### config.mk
export PLATFORM = sky130hd
export DESIGN_NAME = ysyx_24100005_ifu_flat
export DESIGN_NICKNAME = d
export VERILOG_FILES = /design/src/rtl/ysyx_24100005_ifu_pkg.sv /design/src/rtl/ysyx_24100005_ifu_if.sv /design/src/rtl/ysyx_24100005_ifu_perf.sv /design/src/rtl/ysyx_24100005_ifu.sv /design/src/flat_wrapper.sv
export SDC_FILE = /design/constraint.sdc
export NUM_CORES = 1
export LEC_CHECK = 0
export ABC_AREA = 1
export CAP_MARGIN = 20
export CORE_ASPECT_RATIO = 1.25
export CORE_MARGIN = 8
export CORE_UTILIZATION = 48
export DETAILED_ROUTE_END_ITERATION = 7
export PLACE_DENSITY = 0.84
export RECOVER_POWER = 100
export REMOVE_ABC_BUFFERS = 1
export SLEW_MARGIN = 25
export SYNTH_ARGS = -nofsm -noshare
export SYNTH_HDL_FRONTEND = slang
export SYNTH_HIERARCHICAL = 1
export SYNTH_SLANG_ARGS = --single-unit
### constraint.sdc
create_clock -name clk -period 6.47 [get_ports clk]
set_input_delay 0.647 -clock clk [delete_from_list [all_inputs] [get_ports clk]]
set_output_delay 0.647 -clock clk [all_outputs]
set_load 0.02 [all_outputs]
### src/rtl/ysyx_24100005_ifu_pkg.sv
// Shared types and defaults for the ysyx_24100005 instruction fetch unit.
package ysyx_24100005_ifu_pkg;

  localparam int ADDR_W = 32;
  localparam int INST_W = 32;

  typedef logic [ADDR_W-1:0] addr_t;
  typedef logic [INST_W-1:0] inst_t;

  localparam addr_t RESET_PC_DEF   = 32'h8000_0000;
  // addi x0,x0,0 : harmless filler handed to the core on a fetch fault
  localparam inst_t FAULT_INST_DEF = 32'h0000_0013;

  typedef enum logic [1:0] {
    S_REQ      = 2'd0,
    S_RESP     = 2'd1,
    S_DELIVER  = 2'd2,
    S_WAIT_NPC = 2'd3
  } ifu_state_e;

  // Instruction addresses must be word aligned
  function automatic logic misaligned(input addr_t a);
    return a[1:0] != 2'b00;
  endfunction

endpackage

### src/rtl/ysyx_24100005_ifu_if.sv
// Fetch-unit bus bundle: imem request/response, instruction delivery and
// next-PC return. master = IFU side, slave = memory/core side.
interface ysyx_24100005_ifu_if;
  import ysyx_24100005_ifu_pkg::*;

  logic  imem_req_valid;
  logic  imem_req_ready;
  addr_t imem_req_addr;
  logic  imem_resp_valid;
  inst_t imem_resp_data;
  logic  imem_resp_err;
  logic  inst_valid;
  logic  inst_ready;
  inst_t inst;
  addr_t inst_pc;
  logic  inst_fault;
  logic  npc_valid;
  addr_t npc;

  modport master (
    output imem_req_valid, imem_req_addr, inst_valid, inst, inst_pc, inst_fault,
    input  imem_req_ready, imem_resp_valid, imem_resp_data, imem_resp_err,
           inst_ready, npc_valid, npc
  );

  modport slave (
    input  imem_req_valid, imem_req_addr, inst_valid, inst, inst_pc, inst_fault,
    output imem_req_ready, imem_resp_valid, imem_resp_data, imem_resp_err,
           inst_ready, npc_valid, npc
  );
endinterface

### src/rtl/ysyx_24100005_ifu_perf.sv
// Saturating fetch / stall event counters for the fetch unit.
module ysyx_24100005_ifu_perf (
  input  logic        clk,
  input  logic        rst,
  input  logic        fetch_inc,
  input  logic        stall_inc,
  output logic [63:0] fetch_cnt,
  output logic [63:0] stall_cnt
);

  // Count events, sticking at all-ones instead of wrapping
  always_ff @(posedge clk or posedge rst) begin
    if (rst) begin
      fetch_cnt <= '0;
      stall_cnt <= '0;
    end else begin
      if (fetch_inc && (fetch_cnt != '1)) fetch_cnt <= fetch_cnt + 64'd1;
      if (stall_inc && (stall_cnt != '1)) stall_cnt <= stall_cnt + 64'd1;
    end
  end

endmodule

### src/rtl/ysyx_24100005_ifu.sv
// Instruction fetch unit: one fetch in flight, PC supplied back by the core.
// Optional perf counters enabled by defining YSYX_24100005_IFU_PERF_EN.
module ysyx_24100005_ifu
  import ysyx_24100005_ifu_pkg::*;
#(
  parameter addr_t RESET_PC   = RESET_PC_DEF,
  parameter inst_t FAULT_INST = FAULT_INST_DEF
) (
  input  logic                  clk,
  input  logic                  rst,
  ysyx_24100005_ifu_if.master   bus
`ifdef YSYX_24100005_IFU_PERF_EN
  ,
  output logic [63:0]           perf_fetch_cnt,
  output logic [63:0]           perf_stall_cnt
`endif
);

  ifu_state_e state_q;
  addr_t      pc_q;
  inst_t      inst_q;
  addr_t      inst_pc_q;
  logic       fault_q;

  logic inst_hs;
  logic npc_take;

  assign inst_hs  = (state_q == S_DELIVER) && bus.inst_ready;
  // npc only counts together with the delivery handshake or while waiting for it
  assign npc_take = bus.npc_valid && (inst_hs || (state_q == S_WAIT_NPC));

  // Fetch FSM, PC register and delivered-instruction registers
  always_ff @(posedge clk or posedge rst) begin
    if (rst) begin
      state_q   <= S_REQ;
      pc_q      <= RESET_PC;
      inst_q    <= '0;
      inst_pc_q <= '0;
      fault_q   <= 1'b0;
    end else begin
      case (state_q)
        S_REQ:     if (bus.imem_req_ready) state_q <= S_RESP;
        S_RESP:    if (bus.imem_resp_valid) begin
                     inst_q    <= bus.imem_resp_err ? FAULT_INST : bus.imem_resp_data;
                     fault_q   <= bus.imem_resp_err;
                     inst_pc_q <= pc_q;
                     state_q   <= S_DELIVER;
                   end
        S_DELIVER: if (bus.inst_ready) state_q <= S_WAIT_NPC;
        default:   ;
      endcase
      // Accepted next PC overrides the above: fetch it, or fault it
      // straight into DELIVER without touching memory if misaligned.
      if (npc_take) begin
        pc_q <= bus.npc;
        if (misaligned(bus.npc)) begin
          inst_q    <= FAULT_INST;
          fault_q   <= 1'b1;
          inst_pc_q <= bus.npc;
          state_q   <= S_DELIVER;
        end else begin
          state_q   <= S_REQ;
        end
      end
    end
  end

  assign bus.imem_req_valid = (state_q == S_REQ);
  assign bus.imem_req_addr  = pc_q;
  assign bus.inst_valid     = (state_q == S_DELIVER);
  assign bus.inst           = inst_q;
  assign bus.inst_pc        = inst_pc_q;
  assign bus.inst_fault     = fault_q;

`ifdef YSYX_24100005_IFU_PERF_EN
  logic stall_inc;
  assign stall_inc = ((state_q == S_REQ)  && !bus.imem_req_ready) ||
                     ((state_q == S_RESP) && !bus.imem_resp_valid);

  ysyx_24100005_ifu_perf u_perf (
    .clk       (clk),
    .rst       (rst),
    .fetch_inc (inst_hs),
    .stall_inc (stall_inc),
    .fetch_cnt (perf_fetch_cnt),
    .stall_cnt (perf_stall_cnt)
  );
`endif

  // Stray npc / response pulses are ignored by the FSM but flagged here
  a_npc_ignored: assert property (@(posedge clk) disable iff (rst)
    !(bus.npc_valid && !npc_take));
  a_resp_ignored: assert property (@(posedge clk) disable iff (rst)
    !(bus.imem_resp_valid && (state_q != S_RESP)));

endmodule
### src/flat_wrapper.sv
// flat-port wrapper written by rule: the top's interface ports become plain ports
module ysyx_24100005_ifu_flat import ysyx_24100005_ifu_pkg::*;
#(
  parameter addr_t RESET_PC   = RESET_PC_DEF,
  parameter inst_t FAULT_INST = FAULT_INST_DEF
)
  (clk, rst, bus_imem_req_valid, bus_imem_req_addr, bus_inst_valid, bus_inst, bus_inst_pc, bus_inst_fault, bus_imem_req_ready, bus_imem_resp_valid, bus_imem_resp_data, bus_imem_resp_err, bus_inst_ready, bus_npc_valid, bus_npc);
  ysyx_24100005_ifu_if bus_i ();
  input  logic clk;
  input  logic rst;
  output wire logic [$bits(bus_i.imem_req_valid)-1:0] bus_imem_req_valid;
  output wire logic [$bits(bus_i.imem_req_addr)-1:0] bus_imem_req_addr;
  output wire logic [$bits(bus_i.inst_valid)-1:0] bus_inst_valid;
  output wire logic [$bits(bus_i.inst)-1:0] bus_inst;
  output wire logic [$bits(bus_i.inst_pc)-1:0] bus_inst_pc;
  output wire logic [$bits(bus_i.inst_fault)-1:0] bus_inst_fault;
  input wire logic [$bits(bus_i.imem_req_ready)-1:0] bus_imem_req_ready;
  input wire logic [$bits(bus_i.imem_resp_valid)-1:0] bus_imem_resp_valid;
  input wire logic [$bits(bus_i.imem_resp_data)-1:0] bus_imem_resp_data;
  input wire logic [$bits(bus_i.imem_resp_err)-1:0] bus_imem_resp_err;
  input wire logic [$bits(bus_i.inst_ready)-1:0] bus_inst_ready;
  input wire logic [$bits(bus_i.npc_valid)-1:0] bus_npc_valid;
  input wire logic [$bits(bus_i.npc)-1:0] bus_npc;
  assign bus_imem_req_valid = bus_i.imem_req_valid;
  assign bus_imem_req_addr = bus_i.imem_req_addr;
  assign bus_inst_valid = bus_i.inst_valid;
  assign bus_inst = bus_i.inst;
  assign bus_inst_pc = bus_i.inst_pc;
  assign bus_inst_fault = bus_i.inst_fault;
  assign bus_i.imem_req_ready = bus_imem_req_ready;
  assign bus_i.imem_resp_valid = bus_imem_resp_valid;
  assign bus_i.imem_resp_data = bus_imem_resp_data;
  assign bus_i.imem_resp_err = bus_imem_resp_err;
  assign bus_i.inst_ready = bus_inst_ready;
  assign bus_i.npc_valid = bus_npc_valid;
  assign bus_i.npc = bus_npc;
  ysyx_24100005_ifu #(.RESET_PC(RESET_PC), .FAULT_INST(FAULT_INST)) u_core (.clk(clk), .rst(rst), .bus(bus_i));
endmodule
==> metrics, run 1 <==
critical-path cell list clkdlybuf4s50_1 > nand2_4 > clkinvlp_2 > nand2_1 > nand2_1 > nand2_1 > o21ai_0; CP max stage cell clkinvlp_2; clk root buf clkbuf_16; area of the core 9510 sq um; post-route non-filler standard cell count 806; unrepaired setup endpoints after global routing no; ANT cells 0; DR DRC count 0; Leakage around 3.2 nW; vias per std cell 5.05; Critical Path RT approximately 6700 ps; post-CTS setup buffers 0; area fraction in compound gates after synthesis around an eighth; Yosys warnings 6; total die area 13100 sq um; Synth Area in Simple Gates a little under a quarter; IO buf count 169; DRT antenna net count 0; final net count roughly 750; failing checks capacitance limit, slew limit; critical path arrival 4500 ps; Clock Tree Buf Depth 2; global placement routability congestion 0.748; mux cell area share after synthesis 0%; Max stage delay on crit path ~2000 ps; GRT Total Usage 19.4%; clock sinks 99; # hold bufs at CTS 0; run status finished with violations; cts bufs inserted 9; Maximum Capacitance Violations 3; Initial Util 48.8%; post-cts sizing count 0; first-pass GRT wire length 21000 um; initial DRC count 241; initial antenna violation count 0; Initial DRT Pass Iterations 5; CTS tree built; Synth Area in XOR/XNOR 0%; Yosys top cell area share 52.8%; post-synth top area cell dfrtp_1; drt wl/cell 15.7 um; critical setup path kind in -> reg; Worst-Margin Slew ~2300 ps; register area share after synthesis 53.4%; Remaining Overflow, GRT 0; top sig layer met4; Metal-1 WL 5190 um; row count 40; routed via count about 4100; FMAX 232 MHz; endpoints failing hold 0; Placed Area between 6000 and 7000 sq um; final wirelength 12700 um; cells after synthesis 526; Syn-to-layout area delta 37.5%; syn_area_per_cell 8.82 sq um; H-tree levels 3; Die W 104 um; Seq cells post-synth 99; Worst-Skew Late Latency 330 ps; share of cells above drive strength 1 4.12%; Tcrit/Tclk final 66.5%; worst rel slew slack -51.3%; cell mode on critical path nand2_1; count of different cell masters after synthesis 25; largest net degree at the start of global routing 70; setup tns final 0 ps; post-route core utilization approximately two thirds; met3 WL post-DR approximately 990 um; worst reg2reg setup slack 2190 ps; Final min period 4300 ps; Critical Path Source Type input pin; Synth area leaders dfrtp_1 (53%), nand2_1 (14%), o21ai_2 (6.4%); HPWL after detailed placement 8760 um; hold slack 512 ps; Setup Viol. Count Final 0; Worst-path clk slew 70 ps; FILL cells around 800; vias in the first global route 4200; Crit. End Element flop; largest family of logic cells by synthesized area simple AND/OR/NAND/NOR gates; met2 WL post-DR roughly 6300 um; die height 126 um; maximum vdd drop roughly 0.00023 V; adder-cell area share of the yosys netlist 1.35%; post-route cell area ~6400 sq um; Hold Path Class reg -> reg; worst-path maximum fanout between 60 and 70; pwr dens 503 nW/um^2; total placed cells including tap cells between 700 and 800; Syn Std Cell Area 4640 sq um; clk_skew roughly 3.0 ps; Slew Limit Fails 165; num ports 170
==> Yosys cell counts <==
library cell / number
a21oi_1: 29
buf_2: 9
buf_4: 5
buf_6: 14
clkbuf_1: 4
clkbuf_2: 1
clkinv_2: 1
dfrtp_1: 98
dfstp_2: 1
ha_1: 5
inv_1: 43
inv_2: 2
nand2_1: 171
nand2_2: 2
nand2_4: 1
nand3_1: 2
nand3b_4: 1
nand4_1: 2
nor2_1: 35
nor3_1: 22
nor3_2: 10
o211ai_1: 1
o21ai_0: 26
o21ai_1: 7
o21ai_2: 34
==> power breakdown <==
part	switching [mW]	internal, mW	total [mW]
Clock	0.222	0.292	0.514
Combinational	0.947	0.658	1.61
Sequential	0.177	0.914	1.09
Total	1.35	1.86	3.21
==> cells by family after synthesis <==
logic type / Yosys count
compound gates: 97
fa+ha+maj: 5
buf+inv: 79
flops: 99
simple gates: 246
==> flip-flops by register name, summed over array words and instances, names as in the netlist <==
register / count
u_core/bus.inst_pc: 32
u_core/bus.inst_fault: 1
u_core/state_q: 2
u_core/bus.imem_req_addr: 32
u_core/bus.inst: 32
==> path summary, 6_finish.rpt <==
path,start,endpoint,cells after the start
max in group asynchronous,rst,u_core/bus.inst_pc[28],3
worst max register to register,u_core/state_q[1],u_core/bus.inst_pc[23],8
worst min register to register,u_core/bus.imem_req_addr[4],u_core/bus.imem_req_addr[4],2
min in group asynchronous,rst,u_core/bus.imem_req_addr[14],2
worst max-delay path,bus_imem_resp_valid,u_core/bus.inst_pc[23],7
worst min-delay path,u_core/bus.imem_req_addr[4],u_core/bus.imem_req_addr[4],2
==> routing by layer <==
metal | global-route usage (%) | vias to the layer above
met1 | 23.0 | 1928
met5 | 0 | -
li1 | - | 1961
met3 | 6.53 | 16
met2 | 32.4 | 166
met4 | 5.98 | 0
==> final cells by class <==
| class | count | area, sq um | share of cell area, % |
|---|---|---|---|
| inverters | 46 | 175 | 2.75 |
| repair buffers | 171 | 1700 | 26.7 |
| flip-flops and latches | 99 | 2480 | 38.9 |
| clock buffers | 13 | 270 | 4.24 |
| well taps | 126 | 158 | 2.47 |
| clock inverters | 3 | 21.3 | 0.333 |
| multi-input cells | 348 | 1570 | 24.7 |
==> metrics by stage <==
stage	total power [mW]	worst slack [ps]
global placement	2.85	3230
finish	3.21	2170
CTS	3.44	3440
detailed placement	2.92	3100
global route	3.44	1780
floorplan	2.08	3230
==> critical path: cells and delay by family <==
kind,cells,cell delay (ps)
compound gates,1,90
simple gates,4,1310
buf+inv,2,2440
==> layout by cell type (no fill, tap or decap), types with 9 or more instances in the layout <==
cell | Yosys | routed
nand2_1 | 171 | 173
nor3_1 | 22 | 27
nor2_1 | 35 | 35
dlygate4sd3_1 | 0 | 100
a21oi_1 | 29 | 29
clkdlybuf4s50_1 | 0 | 69
o21ai_0 | 26 | 66
inv_1 | 43 | 43
clkbuf_16 | 0 | 9
dfrtp_1 | 98 | 98
No activity file was read; power rests on OpenSTA's default activity.
==> inputs of run 2 (changes only) <==
CORE_UTILIZATION = 45   (was 48)
PLACE_DENSITY = 0.8   (was 0.84)
clock period = 4.02 ns   (was 6.47 ns; I/O delays follow)
==> run 2 against run 1 <==
Compared with the run above:
- the run now ends clean
- global-route usage shrank 1.7 points
- sequential power grew 61%
- combinational power rose by 60%
- cell area grew 1.1%
- die area increased by 5.7%
- highest routed layer unchanged
==> metrics, run 2 (synthesized netlist as in run 1, its figures left out) <==
clk_skew 4.72 ps; Placed Area 6270 sq um; initial antenna violation count 0; Maximum Capacitance Violations 0; Initial DRT Pass Iterations 4; post-route non-filler standard cell count roughly 810; Slew Limit Fails 0; M1 GR Usage between 20% and 30%; clk root buf clkbuf_16; Leakage 3.20 nW; GRT Max-Usage Layer met2; Worst-Margin Slew approximately 1200 ps; critical setup path kind reg -> reg; post-cts sizing count 0; first-pass GRT wire length ~20000 um; vias per std cell 4.93; endpoints failing hold 0; DR DRC count 0; initial DRC count 209; CTS tree built; num ports 170; vias in the first global route 3998; post-route core utilization about 64%; Place WS 1710 ps; run status finished clean; Critical Path RT approximately 4300 ps; largest net degree at the start of global routing 80; clock sinks 99; Worst-Skew Late Latency 330 ps; commonest cells after routing, fill and taps aside nand2_1 (173), dlygate4sd3_1 (100), dfrtp_1 (98), clkdlybuf4s50_1 (69), o21ai_0 (65); Tcrit/Tclk final a little under three quarters; row count 41; ANT cells 0; Worst-path clk slew 60 ps; H-tree levels 3; maximum vdd drop ~0.00037 V; Remaining Overflow, GRT 0; Crit. End Element flop; cell mode on critical path nand2_1; cts bufs inserted 9; Clock Tree Buf Depth 2; # hold bufs at CTS 0; critical path arrival 3120 ps; HPWL after detailed placement roughly 8900 um; grt met3 use between 5 and 6%; grt met2 use 29.4%; DRT antenna net count 0; area of the core 10100 sq um; drt wl/cell 15.2 um; total placed cells including tap cells 796; Syn-to-layout area delta 39.0%; die height 130 um; global placement routability congestion 0.780; unrepaired setup endpoints after global routing no; Critical Path Source Type flop; Die W 107 um; worst-path maximum fanout 69; total die area 13800 sq um; routed via count 4000; Hold Path Class reg -> reg; IO buf count 169; Setup Viol. Count Final 0; post-CTS setup buffers 0; CP max stage cell clkbuf_1; critical-path cell list inv_1 > ha_1 > nand2_4 > clkinvlp_2 > clkbuf_1 > nand2_1 > nand2_1 > nand2_1 > o21ai_0; Initial Util 46.2%; Max stage delay on crit path 900 ps; post-route cell area 6450 sq um; share of cells above drive strength 1 5.27%; FILL cells 898; FMAX 347 MHz; GRT Total Usage 17.6%; commonest non-fill, non-tap cell in the layout nand2_1; worst rel slew slack between 10% and 20%; Final min period 2880 ps; pwr dens 808 nW/um^2; final wirelength 12300 um; setup ws final 1140 ps; final net count 754; setup tns final 0 ps
run 2: per-layer routing:
layer  vias up  wire length (um)
li1       1964                 -
met1      1871              5080
met2       151              6100
met3        14              1010
met4         0               163
met5         -                 0
run 2: path summary, 6_finish.rpt:
path | cells after the start | end | slack, ps | start
worst min register to register | 2 | u_core/bus.imem_req_addr[31] | 500 | u_core/bus.imem_req_addr[31]
worst max register to register | 9 | u_core/bus.inst_pc[30] | 1140 | u_core/state_q[1]
worst max-delay path | 9 | u_core/bus.inst_pc[30] | 1140 | u_core/state_q[1]
max in group asynchronous | 3 | u_core/bus.inst[6] | 1860 | rst
min in group asynchronous | 2 | u_core/bus.imem_req_addr[25] | 670 | rst
worst min-delay path | 2 | u_core/bus.imem_req_addr[31] | 500 | u_core/bus.imem_req_addr[31]
run 2: final cells by class:
| type | instances | area, sq um | share of cell area (%) |
|---|---|---|---|
| flip-flops and latches | 99 | 2480 | 38.4 |
| repair buffers | 174 | 1720 | 26.7 |
| multi-input cells | 348 | 1600 | 24.8 |
| clock buffers | 12 | 267 | 4.13 |
| inverters | 46 | 179 | 2.77 |
| well taps | 129 | 161 | 2.50 |
| clock inverters | 4 | 47.5 | 0.737 |
run 2: worst max-delay path: cells and delay by family, from the launching register on:
kind                     cells  cell delay [ps]
buffers and inverters        3             1260
AND/OR/NAND/NOR              4              710
AO/OA/AOI/OAI                1              100
adder cells (fa/ha/maj)      1              260
flip-flops                   1              410
run 2: per-stage QoR:
step	hold WS, ps	power (mW)
after global routing	520	5.60
after floorplan	527	3.35
after detailed placement	493	4.69
after CTS	504	5.59
final	504	5.22
after global placement	488	4.60
run 2: report_power, final:
| group | leakage (nW) | internal [mW] | switching, mW |
|---|---|---|---|
| sequential | 1.23 | 1.47 | 0.292 |
| clock | 0.155 | 0.531 | 0.350 |
| combinational | 1.82 | 1.06 | 1.51 |
| total | 3.20 | 3.06 | 2.15 |
